==> src/rtl/pipeline_pkg.sv <==
// pipeline_pkg: shared constants for the five-stage core's inter-stage buffers.
//   Stage payload widths, used as DATA_W at each pipe_stage_buf instance,
//   plus a helper that sizes buffer pointers.
// Ports: none (package).
package pipeline_pkg;

  // Payload widths carried across each stage boundary.
  localparam int FS_DATA     = 64;   // pc + fetched instruction
  localparam int ID_DATA     = 160;  // decoded controls, operands, pc
  localparam int EX_DATA     = 106;  // alu result, store data, controls
  localparam int MEM_DATA    = 70;   // writeback value, rd, controls
  localparam int WB_DATA     = 38;   // final rd write
  localparam int BRANCH_DATA = 33;   // redirect flag + target

  localparam int BUF_DEPTH_MAX = 8;

  // Pointer width for a depth-entry buffer; a single entry still needs one bit
  // so the pointer nets are never zero-width.
  function automatic int ptr_w(input int depth);
    return (depth > 1) ? $clog2(depth) : 1;
  endfunction

endpackage

==> src/rtl/pipe_buf_mem.sv <==
// pipe_buf_mem: DEPTH x DATA_W register array for pipe_stage_buf.
//   One synchronous write port, one asynchronous read port; every entry
//   clears to zero on reset.
// Ports:
//   clk, reset          clock, asynchronous active-low reset
//   we, waddr, wdata    write enable / address / data
//   raddr, rdata        combinational read address / data
module pipe_buf_mem #(
  parameter int DATA_W = 32,
  parameter int DEPTH  = 2,
  parameter int PTR_W  = 1
) (
  input  logic              clk,
  input  logic              reset,
  input  logic              we,
  input  logic [PTR_W-1:0]  waddr,
  input  logic [DATA_W-1:0] wdata,
  input  logic [PTR_W-1:0]  raddr,
  output logic [DATA_W-1:0] rdata
);

  logic [DATA_W-1:0] mem_q [DEPTH];

  always_ff @(posedge clk or negedge reset) begin
    if (!reset) begin
      for (int i = 0; i < DEPTH; i++) mem_q[i] <= '0;
    end else if (we) begin
      mem_q[waddr] <= wdata;
    end
  end

  assign rdata = mem_q[raddr];

endmodule

==> src/rtl/pipe_stage_buf.sv <==
// pipe_stage_buf: DEPTH-entry circular buffer between two pipeline stages,
//   using the valid/allow_in handshake, with branch-redirect flush and
//   load-use hold.
// Ports:
//   clk, reset                      clock, asynchronous active-low reset
//   in_valid, in_data, in_allow_in  upstream side (in_allow_in is combinational)
//   out_valid, out_data             head entry, driven from flops
//   out_allow_in                    downstream accept
//   flush                           drop all entries and the same-cycle push
//   hold                            freeze the head; pushes still land if room
//   count                           occupancy
//   perf_stall_cnt                  stall cycle counter, only with
//                                   PIPE_STAGE_BUF_PERF_EN defined
module pipe_stage_buf
  import pipeline_pkg::*;
#(
  parameter int DATA_W = 32,
  parameter int DEPTH  = 2
) (
  input  logic                         clk,
  input  logic                         reset,
  input  logic                         in_valid,
  input  logic [DATA_W-1:0]            in_data,
  output logic                         in_allow_in,
  output logic                         out_valid,
  output logic [DATA_W-1:0]            out_data,
  input  logic                         out_allow_in,
  input  logic                         flush,
  input  logic                         hold,
  output logic [$clog2(DEPTH+1)-1:0]   count
`ifdef PIPE_STAGE_BUF_PERF_EN
  ,
  output logic [31:0]                  perf_stall_cnt
`endif
);

  localparam int PTR_W = ptr_w(DEPTH);
  localparam int CNT_W = $clog2(DEPTH+1);
  localparam logic [PTR_W-1:0] PTR_LAST = PTR_W'(DEPTH-1);
  localparam logic [CNT_W-1:0] CNT_FULL = CNT_W'(DEPTH);

  logic [PTR_W-1:0] wr_ptr_q, wr_ptr_d;
  logic [PTR_W-1:0] rd_ptr_q, rd_ptr_d;
  logic [CNT_W-1:0] count_q, count_d;
  logic             push, pop, full;

  assign full        = (count_q == CNT_FULL);
  // A full buffer can still take a word when the head leaves this cycle.
  assign in_allow_in = ~full | (out_allow_in & ~hold);
  assign out_valid   = (count_q != '0);
  assign count       = count_q;

  assign push = in_valid & in_allow_in & ~flush;
  assign pop  = out_valid & out_allow_in & ~hold & ~flush;

  always_comb begin
    wr_ptr_d = wr_ptr_q;
    rd_ptr_d = rd_ptr_q;
    count_d  = count_q;
    if (flush) begin
      wr_ptr_d = '0;
      rd_ptr_d = '0;
      count_d  = '0;
    end else begin
      if (push) wr_ptr_d = (wr_ptr_q == PTR_LAST) ? '0 : wr_ptr_q + 1'b1;
      if (pop)  rd_ptr_d = (rd_ptr_q == PTR_LAST) ? '0 : rd_ptr_q + 1'b1;
      if (push && !pop)      count_d = count_q + 1'b1;
      else if (pop && !push) count_d = count_q - 1'b1;
    end
  end

  always_ff @(posedge clk or negedge reset) begin
    if (!reset) begin
      wr_ptr_q <= '0;
      rd_ptr_q <= '0;
      count_q  <= '0;
    end else begin
      wr_ptr_q <= wr_ptr_d;
      rd_ptr_q <= rd_ptr_d;
      count_q  <= count_d;
    end
  end

  // Flush never writes storage: push already excludes it, so stale entries
  // simply sit behind the reset pointers.
  pipe_buf_mem #(
    .DATA_W (DATA_W),
    .DEPTH  (DEPTH),
    .PTR_W  (PTR_W)
  ) u_mem (
    .clk   (clk),
    .reset (reset),
    .we    (push),
    .waddr (wr_ptr_q),
    .wdata (in_data),
    .raddr (rd_ptr_q),
    .rdata (out_data)
  );

`ifdef PIPE_STAGE_BUF_PERF_EN
  logic [31:0] stall_cnt_q;

  // A stall is a cycle where the head is valid but does not leave; flush
  // cycles are redirects, not stalls. Saturates rather than wrapping.
  always_ff @(posedge clk or negedge reset) begin
    if (!reset) begin
      stall_cnt_q <= '0;
    end else if (out_valid && !pop && !flush && !(&stall_cnt_q)) begin
      stall_cnt_q <= stall_cnt_q + 32'd1;
    end
  end

  assign perf_stall_cnt = stall_cnt_q;
`endif

endmodule

==> config.mk <==
export PLATFORM = sky130hd
export DESIGN_NAME = pipe_stage_buf
export DESIGN_NICKNAME = d
export VERILOG_FILES = /design/src/rtl/pipeline_pkg.sv /design/src/rtl/pipe_buf_mem.sv /design/src/rtl/pipe_stage_buf.sv
export SDC_FILE = /design/constraint.sdc
export NUM_CORES = 1
export LEC_CHECK = 0
export BUFFER_PORTS_ARGS = -buffer_cell sky130_fd_sc_hd__buf_2
export CAP_MARGIN = 0
export CORE_UTILIZATION = 30
export CTS_CLUSTER_SIZE = 10
export DETAILED_ROUTE_END_ITERATION = 16
export HOLD_SLACK_MARGIN = 0.06
export PLACE_DENSITY_LB_ADDON = 0.05
export SLEW_MARGIN = 20
export SYNTH_ARGS = -nofsm -noshare
export SYNTH_HDL_FRONTEND = slang
export SYNTH_HIERARCHICAL = 1
export SYNTH_SLANG_ARGS = --single-unit
==> constraint.sdc <==
create_clock -name clk -period 1.94 [get_ports clk]
set_input_delay 0.097 -clock clk [delete_from_list [all_inputs] [get_ports clk]]
set_output_delay 0.097 -clock clk [all_outputs]
set_load 0.005 [all_outputs]
; ---- Yosys cells after proc, flatten, opt, wreduce, memory -nomap -nowiden
; Cells that the tools add are included.
; Widths: inputs -> output; s select.
[totals]
register_bits = 68
in_bits = 38
out_inout_bits = 36
[classes]
n_addsub = 4
n_lt_le_gt_ge = 3
eq_ne = 1
muxes = 15
bitwise = 12
n_reduce_logical = 9
[op_table]
columns = cell, count
row1 = $mux 32, 4
row2 = $bwmux 64, 1
row3 = $demux 32 s1, 1
row4 = $and 1x1->1, 6
row5 = $mux 1, 6
row6 = $mux 2, 3
row7 = $reduce_bool 2->1, 3
row8 = $ge 2x2->1 const B, 2
row9 = $not 1->2, 2
row10 = $logic_and 1x1->1, 3
row11 = $not 1->1, 3
row12 = $reduce_bool 3->1, 1
row13 = $add 1x1->1 const B, 2
row14 = $add 2x1->2 const B, 1
row15 = $eq 2x2->1 const B, 1
row16 = $logic_not 1->1, 2
row17 = $lt 2x1->1 const B, 1
row18 = $sub 2x1->2 const B, 1
row19 = $or 1x1->1, 1

; ---- Longest topological paths before layout
; Gate-level depths: netlist of run 1.
[logic_depth]
word_depth = 10
mapped_depth = 8

; ---- Hierarchy
; The synthesis of run 1 kept the hierarchy.
[by_module_without_submodules]
columns = mod, n_inst, cells_each, area_each_um2, seq_area_each_um2
row1 = pipe_buf_mem, 1, 173, 2816.5, 1601.5
row2 = pipe_stage_buf, 1, 26, 257.7, 100.1

; ---- Worst setup path after synthesis of run 1
; No wires, ideal clock.
[synth_path]
path_type = flip-flop to flip-flop
from = reg count_q[1] (netlist: count[1])
to = reg u_mem/mem_q[32] (netlist name)
arrival_ps = 1638
slack_ps = 177
stages_incl_launch_ff = 8
n_path_buf = 2
synth_period_minus_slack_ps = 1763
cell_sequence = dfrtp_1 nor2b_1 a21boi_1 nor2b_1 nor2b_1 buf_6 buf_6 mux2_4
[synth_via]
elab_chain_cells = 5
[synth_rtl]
columns = element, line_no
row1 = "start, declared", pipe_stage_buf.sv:44  ; logic [CNT_W-1:0] count_q, count_d;
row2 = "start signal, assigned", pipe_stage_buf.sv:80  ; count_q <= count_d;
row3 = $eq 2x2->1, pipe_stage_buf.sv:47  ; assign full = (count_q == CNT_FULL);
row4 = $not 1->1, pipe_stage_buf.sv:49  ; assign in_allow_in = ~full | (out_allow_in & ~hold);
row5 = $or 1x1->1, pipe_stage_buf.sv:49
row6 = $and 1x1->1 (2 in series), pipe_stage_buf.sv:53  ; assign push = in_valid & in_allow_in & ~flush;
row7 = via push, pipe_stage_buf.sv:45  ; logic push, pop, full;
row8 = "end signal, assigned by index", pipe_buf_mem.sv:28  ; mem_q[waddr] <= wdata;
row9 = "end, declared", pipe_buf_mem.sv:22  ; logic [DATA_W-1:0] mem_q [DEPTH];
; The timed path passes the listed nets, and every way through them passes these cells.
; A chain may end at the register's enable or synchronous reset.

; ---- Final worst setup path of run 1
[layout_path]
from = reg count_q[1] (netlist: count[1])
to = reg u_mem/mem_q[63] (netlist name)
; The elaborated chain is that of the path after synthesis.

==> results of run 1 <==
[logic make-up after synthesis]
family          synth area share [%]
buf+inv                         3.30
compound gates                  1.83
flops                           55.4
simple gates                    2.77
mux                             36.8
[worst max-delay path, stage by stage (launching register included)]
cell and delay [ps]:
dfrtp_1 370, nor2b_1 140, a21boi_1 200, nor2b_1 190
nor2b_4 230, buf_12 190, mux2_2 340
[power breakdown]
part           total (µW)  switching [µW]  internal (µW)
Sequential           1960             166           1790
Clock                1280             554            724
Combinational        1010             340            666
[Yosys cell counts]
cell type | number | share of area, %
nand3b_1 | 1 | 0.24
a21boi_1 | 1 | 0.24
a41o_1 | 1 | 0.33
a21oi_1 | 2 | 0.33
buf_2 | 3 | 0.49
a311oi_1 | 1 | 0.28
a211oi_1 | 1 | 0.24
o31ai_1 | 1 | 0.24
mux2_2 | 84 | 31
nor2b_1 | 4 | 0.81
buf_4 | 3 | 0.73
clkbuf_1 | 1 | 0.12
nand2_1 | 2 | 0.24
inv_1 | 1 | 0.12
dfrtp_1 | 68 | 55
nor2_1 | 2 | 0.24
nand2b_4 | 1 | 0.45
nand3_1 | 1 | 0.16
and4bb_1 | 1 | 0.41
o21ai_0 | 1 | 0.16
mux2_1 | 3 | 1.1
mux2_4 | 10 | 4.9
or3_1 | 1 | 0.20
buf_6 | 5 | 1.8
[repair_timing]
| item | CTS | global route |
|---|---|---|
| hold endpoints to repair | 135 | 0 |
| buffers inserted | 0 | 0 |
| hold buffers | 36 | 0 |
[layer usage]
metal	vias to the layer above	GRT usage [%]	share of wire [%]
met5	-	0	0
met4	0	5.20	1.5
met1	972	16.1	46
met3	10	5.24	5.7
li1	953	-	-
met2	52	20.6	46
[cell type report]
class	instances	share of cell area [%]
sequential	68	40.5
multi-input combinational	118	30.4
timing repair buffer	120	19.8
tap	133	3.96
clock buffer	10	3.04
clock inverter	6	2.11
inverter	1	0.0894
[worst max path at each step]
stage	end	slack (ps)	depth (start not counted)
floorplan	u_mem/mem_q[32]	180	7
global placement	u_mem/mem_q[42]	180	6
detailed placement	u_mem/mem_q[41]	160	6
CTS	u_mem/mem_q[48]	160	6
global route	u_mem/mem_q[55]	80	6
finish	u_mem/mem_q[63]	180	6
[state kept, by name, indices dropped and copies added (netlist names)]
register     cells
count            2
rd_ptr_q         1
u_mem/mem_q     64
wr_ptr_q         1
[through the flow]
stage          worst slack [ps]  std cells  instance area [µm²]
6_report                    177        456                 4200
5_1_grt                    84.3        456                 4200
4_1_cts                     161        456                 4200
3_5_place_dp                159        404                 3620
3_3_place_gp                178        404                 3620
2_1_floorplan               177        199                 3070
==> summary by stage, run 1 <==
Drt
The first routing iteration left 19 violations. The count of unresolved DRC violations after routing is 0. For this block, the via count after detailed routing is between 1500 and 2000. The routed length per placed instance is 14.1 µm. Using the TritonRoute via totals, the vias-per-cell ratio works out to 4.36. The wire length after detailed routing is 6420 µm. The first TritonRoute pass finished after 4 iterations. The number of routed nets with antenna violations is 0.

Final layout
In the final layout, the share of cells above drive strength 1 is 60.4%. Cells fill 42.6% of the core in the end. The multi-input gate area in the final layout is 0.00128 mm². After filler insertion, the fill cell instance count of the layout stands at 963. The repair_antennas step left the layout with diodes totalling 0. For this run, the post-layout net count is 356. The library cells used most frequently in the layout, excluding fill and tap cells, are 84 x mux2_2, 73 x buf_2, 68 x dfrtp_1, 36 x dlygate4sd3_1, 10 x mux2_4. Relative to the synthesized area, the layout overhead comes to 36.6%. Leaving out fill and tap cells, the most frequent cell in the layout is mux2_2. In the final layout, flip-flops and latches occupy roughly 0.0017 mm².

Global routing
The initial antenna violation count is 0. Summed over all layers, the global routing overflow is 0. The global-route wire length before repair is 10200 µm. Entering global routing, the biggest net connects slightly below 70 pins.

The number of global-route vias before repair is 2068. Global routing used 13.1% of the available tracks.

Setup path
The number of cells on the worst reg-to-reg path is 6. For the worst setup path, the data required time is 2170 ps. In this run the critical register-to-register path is captured at u_mem/mem_q[63]. The critical path start-end classification is reg2reg.

For the worst setup path, the data arrival time is around 2000 ps. In this run the worst setup path begins at count[1]. The startpoint of the worst-slack reg-to-reg timing path is count[1]. For flop-to-flop paths, the worst setup slack is 180 ps.

In this run the worst path has a maximum fanout of 17. The worst setup path is captured at a register. STA classifies the critical path startpoint as a register.

Floorplanning
The chip height is 103 µm. 74 I/O pins were placed. The die covers 0.0107 mm². The initialized floorplan defines 36 standard-cell rows. The initial utilization of the core area, before any placement, comes to 31.2%.

In this run the standard cell core region covers between 0.009 and 0.01 mm². The die boundary width is 103 µm.

Pwr
The leakage power is 0.00190 µW. The overall power after layout is about 4200 µW. Power spread over the standard cell area amounts to between 1000 and 1500 mW/mm². IR analysis of the VDD net gives a maximum drop of 0.517 mV.

Timing
The actual slew at the worst max-slew pin is 376 ps. The normalized max-slew margin is 74.9%. The number of max-slew violations in the final report is 0. The minimum clock period after layout is 1760 ps. The final setup violation count is 0. Setup repair after global routing left no endpoint under its margin. After routing, the total negative slack on setup checks comes to 0 ps. The hold slack is 144 ps. The maximum clock rate is 567 MHz. The share of the clock period used by the worst path after layout is 90.9%. The final clock skew is 10.3 ps. The total count of hold-check failures in the final report is 0.

Logic synthesis
Yosys mapped the design onto 24 distinct sky130hd cell types. In the synthesized netlist, the number of instances is 199. The number of nets in the synthesized netlist is 237. The total of warnings raised by yosys is 6.

The number of storage elements in the synthesis netlist is 68. The combined area of all synthesized cells is 0.00307 mm². The fraction of the yosys area taken by sequential cells is between 50% and 60%. A synthesized cell averages 15.4 µm².

Clock tree
The longest clock path from root to sink contains 2 buffers. The post-CTS clock slew at the launch and capture registers of the worst setup and hold paths is 80 ps. The total clock sinks is 68. The maximum level of the CTS H-tree is 3. The number of gates resized after CTS was 0.

Clock latency on the worst-skew pair, taken at its later pin, is 340 ps. The root buffer cell chosen for the clock tree is clkbuf_8. The number of clock buffers inserted by TritonCTS is 9. The clock tree from TritonCTS is built.

Worst hold path
The path with the worst hold slack has its endpoint at count[1]. The type of the tightest min-delay check is in2reg. The worst hold path passes through 4 cells.

In this run the most critical hold path is launched from out_allow_in.

Flow run
The max capacitance violation total is 0.

Placement
The congestion estimate from routability-driven global placement came to 0.678. In this run the tool buffered the top-level ports with 73 buffer cells. The final HPWL from detailed placement is 4010 µm.

Status
The run finished with clean final reports.
(Power assumes the default switching activity.)
==> run 2, diff against run 1 <==
--- a/config.mk
+++ b/config.mk
@@ -5,6 +5,7 @@
 export SDC_FILE = /design/constraint.sdc
 export NUM_CORES = 1
 export LEC_CHECK = 0
+export ABC_AREA = 1
 export BUFFER_PORTS_ARGS = -buffer_cell sky130_fd_sc_hd__buf_2
 export CAP_MARGIN = 0
 export CORE_UTILIZATION = 30
==> run 2 against run 1 <==
Register-to-register slack improved by 230 ps. Flip-flop and latch count unchanged. First-iteration DRC count increased to 7.9 times the previous value. Sequential share of layout area decreased by 0.86 points. Via count increased by 50%. Routed wire length increased by 38%. Maximum frequency increased by 5.9%. Synthesized cell count increased by 110%. Critical endpoint is now out_data[17]. Largest cell class unchanged.
==> summary by stage, run 2 <==
Placement
The final HPWL from detailed placement is between 5000 and 6000 µm. At the end of routability-driven placement, the weighted congestion stood at 0.748. Port buffering added 73 buffers.

Clock tree
The number of clock buffers inserted by TritonCTS is 9. The total clock sinks is 68. The clock passes through at most 2 buffers. After clock tree synthesis, the clock-pin slew on the worst setup and hold paths is 70 ps. The maximum level of the CTS H-tree is 3. After clock tree synthesis, the repair step resized 0 gates.

The clock tree from TritonCTS is built. The root buffer cell chosen for the clock tree is clkbuf_8. The clock latency on the worst-skew pair is around 340 ps.

Drt
The number of search-and-repair iterations in the first detailed-routing pass is 5. After detailed routing, the total wire length is 8830 µm. The count of routing violations after the opening detailed-route iteration is 150. Once detail routing completed, the nets flagged for antenna violations numbered 0. After detailed routing, the number of remaining DRC violations is 0. The routed via count divided by cell count is 4.47.

In the final routed layout, each cell accounts on average for between 10 and 15 µm. For this block, the via count after detailed routing is between 2000 and 3000.

Timing
The share of the clock period used by the worst path after layout is 85.8%. The normalized max-slew margin is 68.6%. Setup violations remaining at the end of the flow were counted as 0.

Setup repair after global routing left no endpoint under its margin. The total count of hold-check failures in the final report was 0. Summed over all failing endpoints, the final setup total negative slack is 0 ps. The number of max-slew violations in the final report is 0.

The final clock skew is ~6.6 ps. The minimum clock period after layout is between 1500 and 2000 ps. Derived from the worst setup path, the maximum achievable clock frequency is around 600 MHz.

For the pin with the worst max-slew slack, the measured transition is 471 ps.

Final layout
The core utilization of the finished layout is 39.4%. The total area of sequential cells is approximately 0.0017 mm². The multi-input gate area in the final layout is 0.00126 mm². The number of inserted diodes is 0. The register ranked first by flip-flop count is u_mem/mem_q. The register with the most flip-flops in the layout has 64 of them.

The fill cell instance count of the final layout is 1168. The post-route netlist has 21.3% of its cells at a drive strength greater than 1. The leading cell type in the layout, fill and taps excluded is nand2_1. Compared with the post-synthesis result, the final layout area differs by 27.0%. In the layout the commonest cells are 169 x nand2_1, 72 x buf_2, 67 x nand3_1, 67 x dfrtp_1, 36 x inv_1. The net count reported at finish is 559.

Floorplanning
74 I/O pins were placed. The floorplan has 38 rows. In this run the vertical extent of the chip is 108 µm. The die boundary width is around 110 µm. The placeable core area is 0.0109 mm². Once the floorplan was initialized, standard cells occupied 31.1% of the core. The die area is roughly 0.012 mm².

Worst hold path
The type of the tightest min-delay check is in2reg. Along the worst hold path, the cell count comes to 4.

Logic synthesis
The number of distinct library cells after synthesis is 18. For this run, the number of Yosys warnings is 6. The number of enable-type register cells in the synthesized netlist is 0. The average cell area after synthesis is about 8.1 µm².

After synthesis, the largest area contributor takes up 50.3% of total cell area. In this run the cell area of the synthesized design comes to 0.00338 mm². In the post-synthesis netlist, the cell with the most instances is nand2_1. By area the synthesized netlist is led by dfrtp_1 50%, nand2_1 19%, nand3_1 9.9%, clkbuf_8 5.7%, o21ai_0 4.7%. The predominant post-synthesis flop cell is dfrtp_1. The commonest cells after synthesis are 169 x nand2_1, 68 x dfrtp_1, 67 x nand3_1. When the netlist entered floorplanning its net count stood at 458. The post-synthesis async set-or-reset flop share is 100%.

The number of storage elements in the synthesis netlist is 68. Synthesis handed over a netlist of 420 instances. The leading area contributor after synthesis is dfrtp_1. The fraction of the yosys area taken by sequential cells is 50.3%.

Flow run
The max capacitance violation total is 0.

Setup path
In this run the worst path has a maximum fanout of 45. The critical path contains buffers and inverters numbering 2 combined. Among all stages on the critical path, the largest delay is contributed by dfrtp_2.

The number of cells on the worst reg-to-reg path is 8. The arrival time at the worst endpoint is 1570 ps. The number of gates on the worst path with buffers counted is 3. The type of element capturing the critical path is a primary output.

The maximum single-stage delay on the critical path is 550 ps. The critical path start-end classification is reg2out. The signal on the critical path passes through buf_12, o21ai_0, buf_2. Data on the critical path is required at its endpoint by 1840 ps. In this design, the largest share of critical-path delay is due to flip-flops. STA classifies the critical path startpoint as a register.

Global routing
Global routing finished with a remaining overflow of 0. The first global-routing pass estimated 14500 µm of wire. The pin count of the biggest net entering global routing is 51. The total track usage is roughly 16%. The initial antenna violation count is 0. The number of global-route vias before repair is 2917.

Pwr
Summed over all cells, the static leakage comes to 0.00229 µW. IR analysis of the VDD net gives a maximum drop of 0.358 mV. Power spread over the standard cell area amounts to 914 mW/mm². The design draws 3920 µW.

Status
The flow ran to the end, and the final reports show no timing, DRC or antenna violations.
==> run 2: cell count changes in the layout (fill, tap and decap cells not counted), moves of 4 or more <==
| cell | previous run | this run |
|---|---|---|
| mux2_2 | 84 | 0 |
| nand3_1 | 1 | 67 |
| inv_2 | 0 | 4 |
| inv_1 | 1 | 36 |
| mux2_4 | 10 | 0 |
| o21ai_0 | 1 | 32 |
| nand2_1 | 2 | 169 |
==> run 2: worst min-delay path, delay by kind of cell <==
family        cells  cell delay, ps
buf+inv           1             140
simple gates      3             190
==> run 2: logic make-up (layout without fill, tap and decap cells) <==
family          after synthesis  after routing  share of synthesized area (%)
compound gates               33             33                           4.88
xor+xnor                      1              1                          0.259
buf+inv                      67            173                           12.6
flops                        68             68                           50.3
simple gates                251            251                           31.9
==> run 2: worst paths after layout <==
| path | start | end | slack (ps) |
|---|---|---|---|
| setup reg to reg | count[0] | u_mem/mem_q[7] | 410 |
| hold / removal | in_valid | wr_ptr_q | 120 |
| min in group asynchronous | reset | u_mem/mem_q[11] | 250 |
| setup / recovery | rd_ptr_q | out_data[17] | 280 |
| max in group asynchronous | reset | u_mem/mem_q[37] | 1110 |
| hold reg to reg | u_mem/mem_q[46] | u_mem/mem_q[46] | 470 |
==> run 2: power by group <==
| part | total [µW] | internal [µW] | switching [µW] |
|---|---|---|---|
| combinational | 896 | 397 | 499 |
| sequential | 1890 | 1720 | 168 |
| clock | 1130 | 588 | 545 |
==> run 2: routing by layer <==
metal,up-vias,global-route usage [%],routed length [µm]
met5,-,0,0
met4,0,5.58,104
met3,10,3.56,318
met2,61,27.1,4330
met1,1392,21.0,4080
li1,1513,-,-
==> run 2: layout make-up <==
cell class                      instances  share of cell area, %
Clock inverter                          5                   1.22
Sequential cell                        68                   39.7
Tap cell                              140                   4.08
Multi-Input combinational cell        285                   29.4
Clock buffer                           11                   3.06
Timing Repair Buffer                  117                   19.1
Inverter                               40                   3.50
==> run 2: what timing repair did <==
| action | CTS | global route |
|---|---|---|
| hold buffers | 34 | 0 |
| hold endpoints to repair | 97 | 0 |
| buffers inserted | 0 | 0 |
==> run 2: metrics by stage <==
| step | hold WS, ps | worst slack (ps) | cell area, µm² | cells |
|---|---|---|---|---|
| final | 119 | 276 | 4290 | 666 |
| after global routing | 126 | 160 | 4290 | 666 |
| after CTS | 99.9 | 252 | 4290 | 666 |
| after detailed placement | 94.9 | 419 | 3770 | 616 |
| after global placement | 98.7 | 448 | 3770 | 616 |
| after floorplan | -199 | 484 | 3380 | 420 |
==> run 3, diff against run 2 <==
--- a/config.mk
+++ b/config.mk
@@ -9,10 +9,9 @@
 export BUFFER_PORTS_ARGS = -buffer_cell sky130_fd_sc_hd__buf_2
 export CAP_MARGIN = 0
 export CORE_UTILIZATION = 30
-export CTS_CLUSTER_SIZE = 10
+export CTS_CLUSTER_SIZE = 20
 export DETAILED_ROUTE_END_ITERATION = 16
 export HOLD_SLACK_MARGIN = 0.06
-export PLACE_DENSITY_LB_ADDON = 0.05
 export SLEW_MARGIN = 20
 export SYNTH_ARGS = -nofsm -noshare
 export SYNTH_HDL_FRONTEND = slang
==> run 3 against run 2 <==
Routed wire length shrank 6.9%. Setup slack lost 55 ps. Highest routed layer unchanged. First-iteration DRC count shrank 7.3%. Critical path type unchanged. Die area is the same. Clock-buffer cell count grew 1. Register-to-register slack gained 20 ps. Combinational power shrank 0.8%.
==> summary by stage, run 3 (same netlist as run 2, synthesis figures left out) <==
Global routing
The number of global-route vias before repair is 2836. The global-route wire length before repair is 13700 µm. After global routing the overflow that remains totals 0.

The initial antenna violation count is 0. Global routing consumed, over all layers together, between 10% and 20% of the routing resources. The pin count of the biggest net entering global routing is slightly below 70.

Pwr
For this design the ratio of total power to cell area is 928 mW/mm². Internal power comes to 2780 µW. The clock network is responsible for 29.9% of the overall power.

The part of the power in combinational logic is 22.3%. The fraction of power spent switching nets is between 30% and 40%. For this design the static power due to leakage is between 0.002 and 0.0025 µW. Sequential cells burn 47.8% of the power. For this design the total switching power over the nets is 1200 µW.

The worst supply voltage drop on vdd is a little over 0.4 mV. The overall power after layout is 3980 µW.

Drt
The routed length per placed instance is 12.4 µm. In this run the top signal layer used is met4. The number of search-and-repair iterations in the first detailed-routing pass is 4. The count of routing violations after the opening detailed-route iteration is approximately 140.

The met2 wirelength from detailed routing is 3820 µm. Summing over every cut layer, the via total after detailed routing is 2971. In the routed layout, each cell is associated on average with a via count of between 4 and 5. After detailed routing, the wire length on met1 is 3890 µm. The routed wire length on met3 is 424 µm.

The count of unresolved DRC violations after routing is 0. The number of routed nets with antenna violations is 0. For this block, the routed nets add up to around 8000 µm of wire.

Timing
The share of the clock period used by the worst path after layout is 88.6%. The actual slew at the worst max-slew pin is around 900 ps. The number of max-slew violations in the final report came to 0. The minimum clock period after layout is 1720 ps. The total count of hold-check failures in the final report came to 0. Setup repair after global routing left no endpoint under its margin. The summed negative setup slack over all endpoints is 0 ps. The worst pin sits at a relative slew slack of roughly 41%. The maximum clock rate is 582 MHz.

Hold is met by 114 ps. The final clock skew is 6.36 ps. The final setup violation count is 0.

Clock tree
Once the clock tree was built, the setup fixing pass inserted 0 buffers. The H-tree was split into 3 levels. The tree is rooted in a clkbuf_8.

The number of clock buffers inserted by TritonCTS is 9. TritonCTS built the clock tree. The clock net in this run drives a total of 68 sinks.

Clock latency on the worst-skew pair, taken at its later pin, is roughly 340 ps. After clock tree synthesis, the clock-pin slew on the worst setup and hold paths is 70 ps. The worst-case clock buffer depth is 2.

Final layout
The number of inserted diodes is 0. The number of flip-flops in the largest register is between 60 and 70. The top cell types in the final layout, fill and taps aside, are 169 x nand2_1, 72 x buf_2, 67 x nand3_1, 67 x dfrtp_1, 36 x inv_1. Summing all non-filler instances in the final layout gives an area of 0.00429 mm². The register ranked first by flip-flop count is u_mem/mem_q. For this run, the share of the core covered by cells in the final layout is 39.4%. The library cell used most frequently in the layout, excluding fill and tap cells, is nand2_1. The share of post-route cells with drive strength above 1 is 21.2%. The layout overhead on the synthesized area is 26.7%. After the last flow step, the layout net total stands at 557.

Worst hold path
For hold timing, the worst endpoint is wr_ptr_q. The startpoint of the lowest-slack hold path is in_valid. The worst hold path stage count is 4. The type of the tightest min-delay check is in2reg.

Setup path
At the worst endpoint, the required time is 1840 ps. The endpoint of the lowest-slack register-to-register path is u_mem/mem_q[33]. The arrival time at the worst endpoint is 1620 ps. For flop-to-flop paths, the worst setup slack is 430 ps. The worst setup path is of the reg2out kind. The number of cells on the worst reg-to-reg path is 7. STA classifies the critical path endpoint as a primary output. The worst register-to-register path begins at count[0]. The largest fanout of any net on the critical path is 33. The startpoint type of the worst setup path is a register.

Floorplanning
The number of top-level pins is 74. The placeable core area is 0.0109 mm². The die is 108 µm wide.

The chip height is 108 µm. The die covers 0.0117 mm². The effective utilization at floorplan is 31.1%.

The initialized floorplan defines 38 standard-cell rows.

Placement
Once placement finished, the instance area stood at approximately 0.0037 mm². The routability congestion estimate from global placement is 0.759. The quantity of I/O buffers inserted on ports is 73.

The final HPWL from detailed placement is 5200 µm.

Status
The run finished with clean final reports.

Flow run
The max capacitance violation total is 0.
## run 3: changes by cell type in the layout (fill, tap and decap cells not counted)
cell,before,now
buf_12,3,2
buf_4,8,7
clkbuf_1,2,1
clkbuf_8,9,11
clkinv_2,3,2
## run 3: how the worst max path moves through the flow
stage / cells after the start / end / start / slack, ps
5_1_grt: 4 / out_data[23] / rd_ptr_q / 40
6_report: 4 / out_data[17] / rd_ptr_q / 220
3_3_place_gp: 7 / u_mem/mem_q[53] / count[0] / 530
2_1_floorplan: 8 / u_mem/mem_q[20] / count[0] / 480
3_5_place_dp: 7 / u_mem/mem_q[33] / count[0] / 470
4_1_cts: 4 / out_data[17] / rd_ptr_q / 180
## run 3: what timing repair did
item | CTS | global route
gates resized for setup | 0 | 0
endpoints found under the hold margin | 133 | 0
setup endpoints to repair | 0 | 0
hold buffers | 34 | 0
## run 3: stage by stage
step,instances,worst slack (ps)
final,664,221
after detailed placement,614,471
after global routing,664,38.6
after CTS,664,179
after floorplan,420,484
after global placement,614,532
## run 3: area by class of cell
cell class | instances | area [µm²]
fillers | 1149 | 6600
inverters | 40 | 150
repair buffers | 115 | 793
flip-flops and latches | 68 | 1700
well taps | 140 | 175
multi-input cells | 285 | 1260
clock inverters | 4 | 47.5
clock buffers | 12 | 155
## run 3: power by group through the flow
stage                     logic [µW]  registers, µW  clock network [µW]
after floorplan                  556           1880                   0
after global placement           837           1920                   0
after detailed placement         854           1930                   0
after CTS                        909           1900                1230
after global routing            1040           1940                1300
final                            889           1900                1190
## run 3: metal layers
| metal | vias to the layer above | track usage (%) |
|---|---|---|
| met5 | - | 0 |
| met4 | 0 | 4.70 |
| met3 | 10 | 3.80 |
| met2 | 63 | 25.1 |
| met1 | 1386 | 19.5 |
| li1 | 1512 | - |
## run 3: worst max-delay path, stage by stage (launching register included)
cell and delay, ps:
dfrtp_2 700, buf_12 240, nand2_1 60, o21ai_0 100, buf_2 160
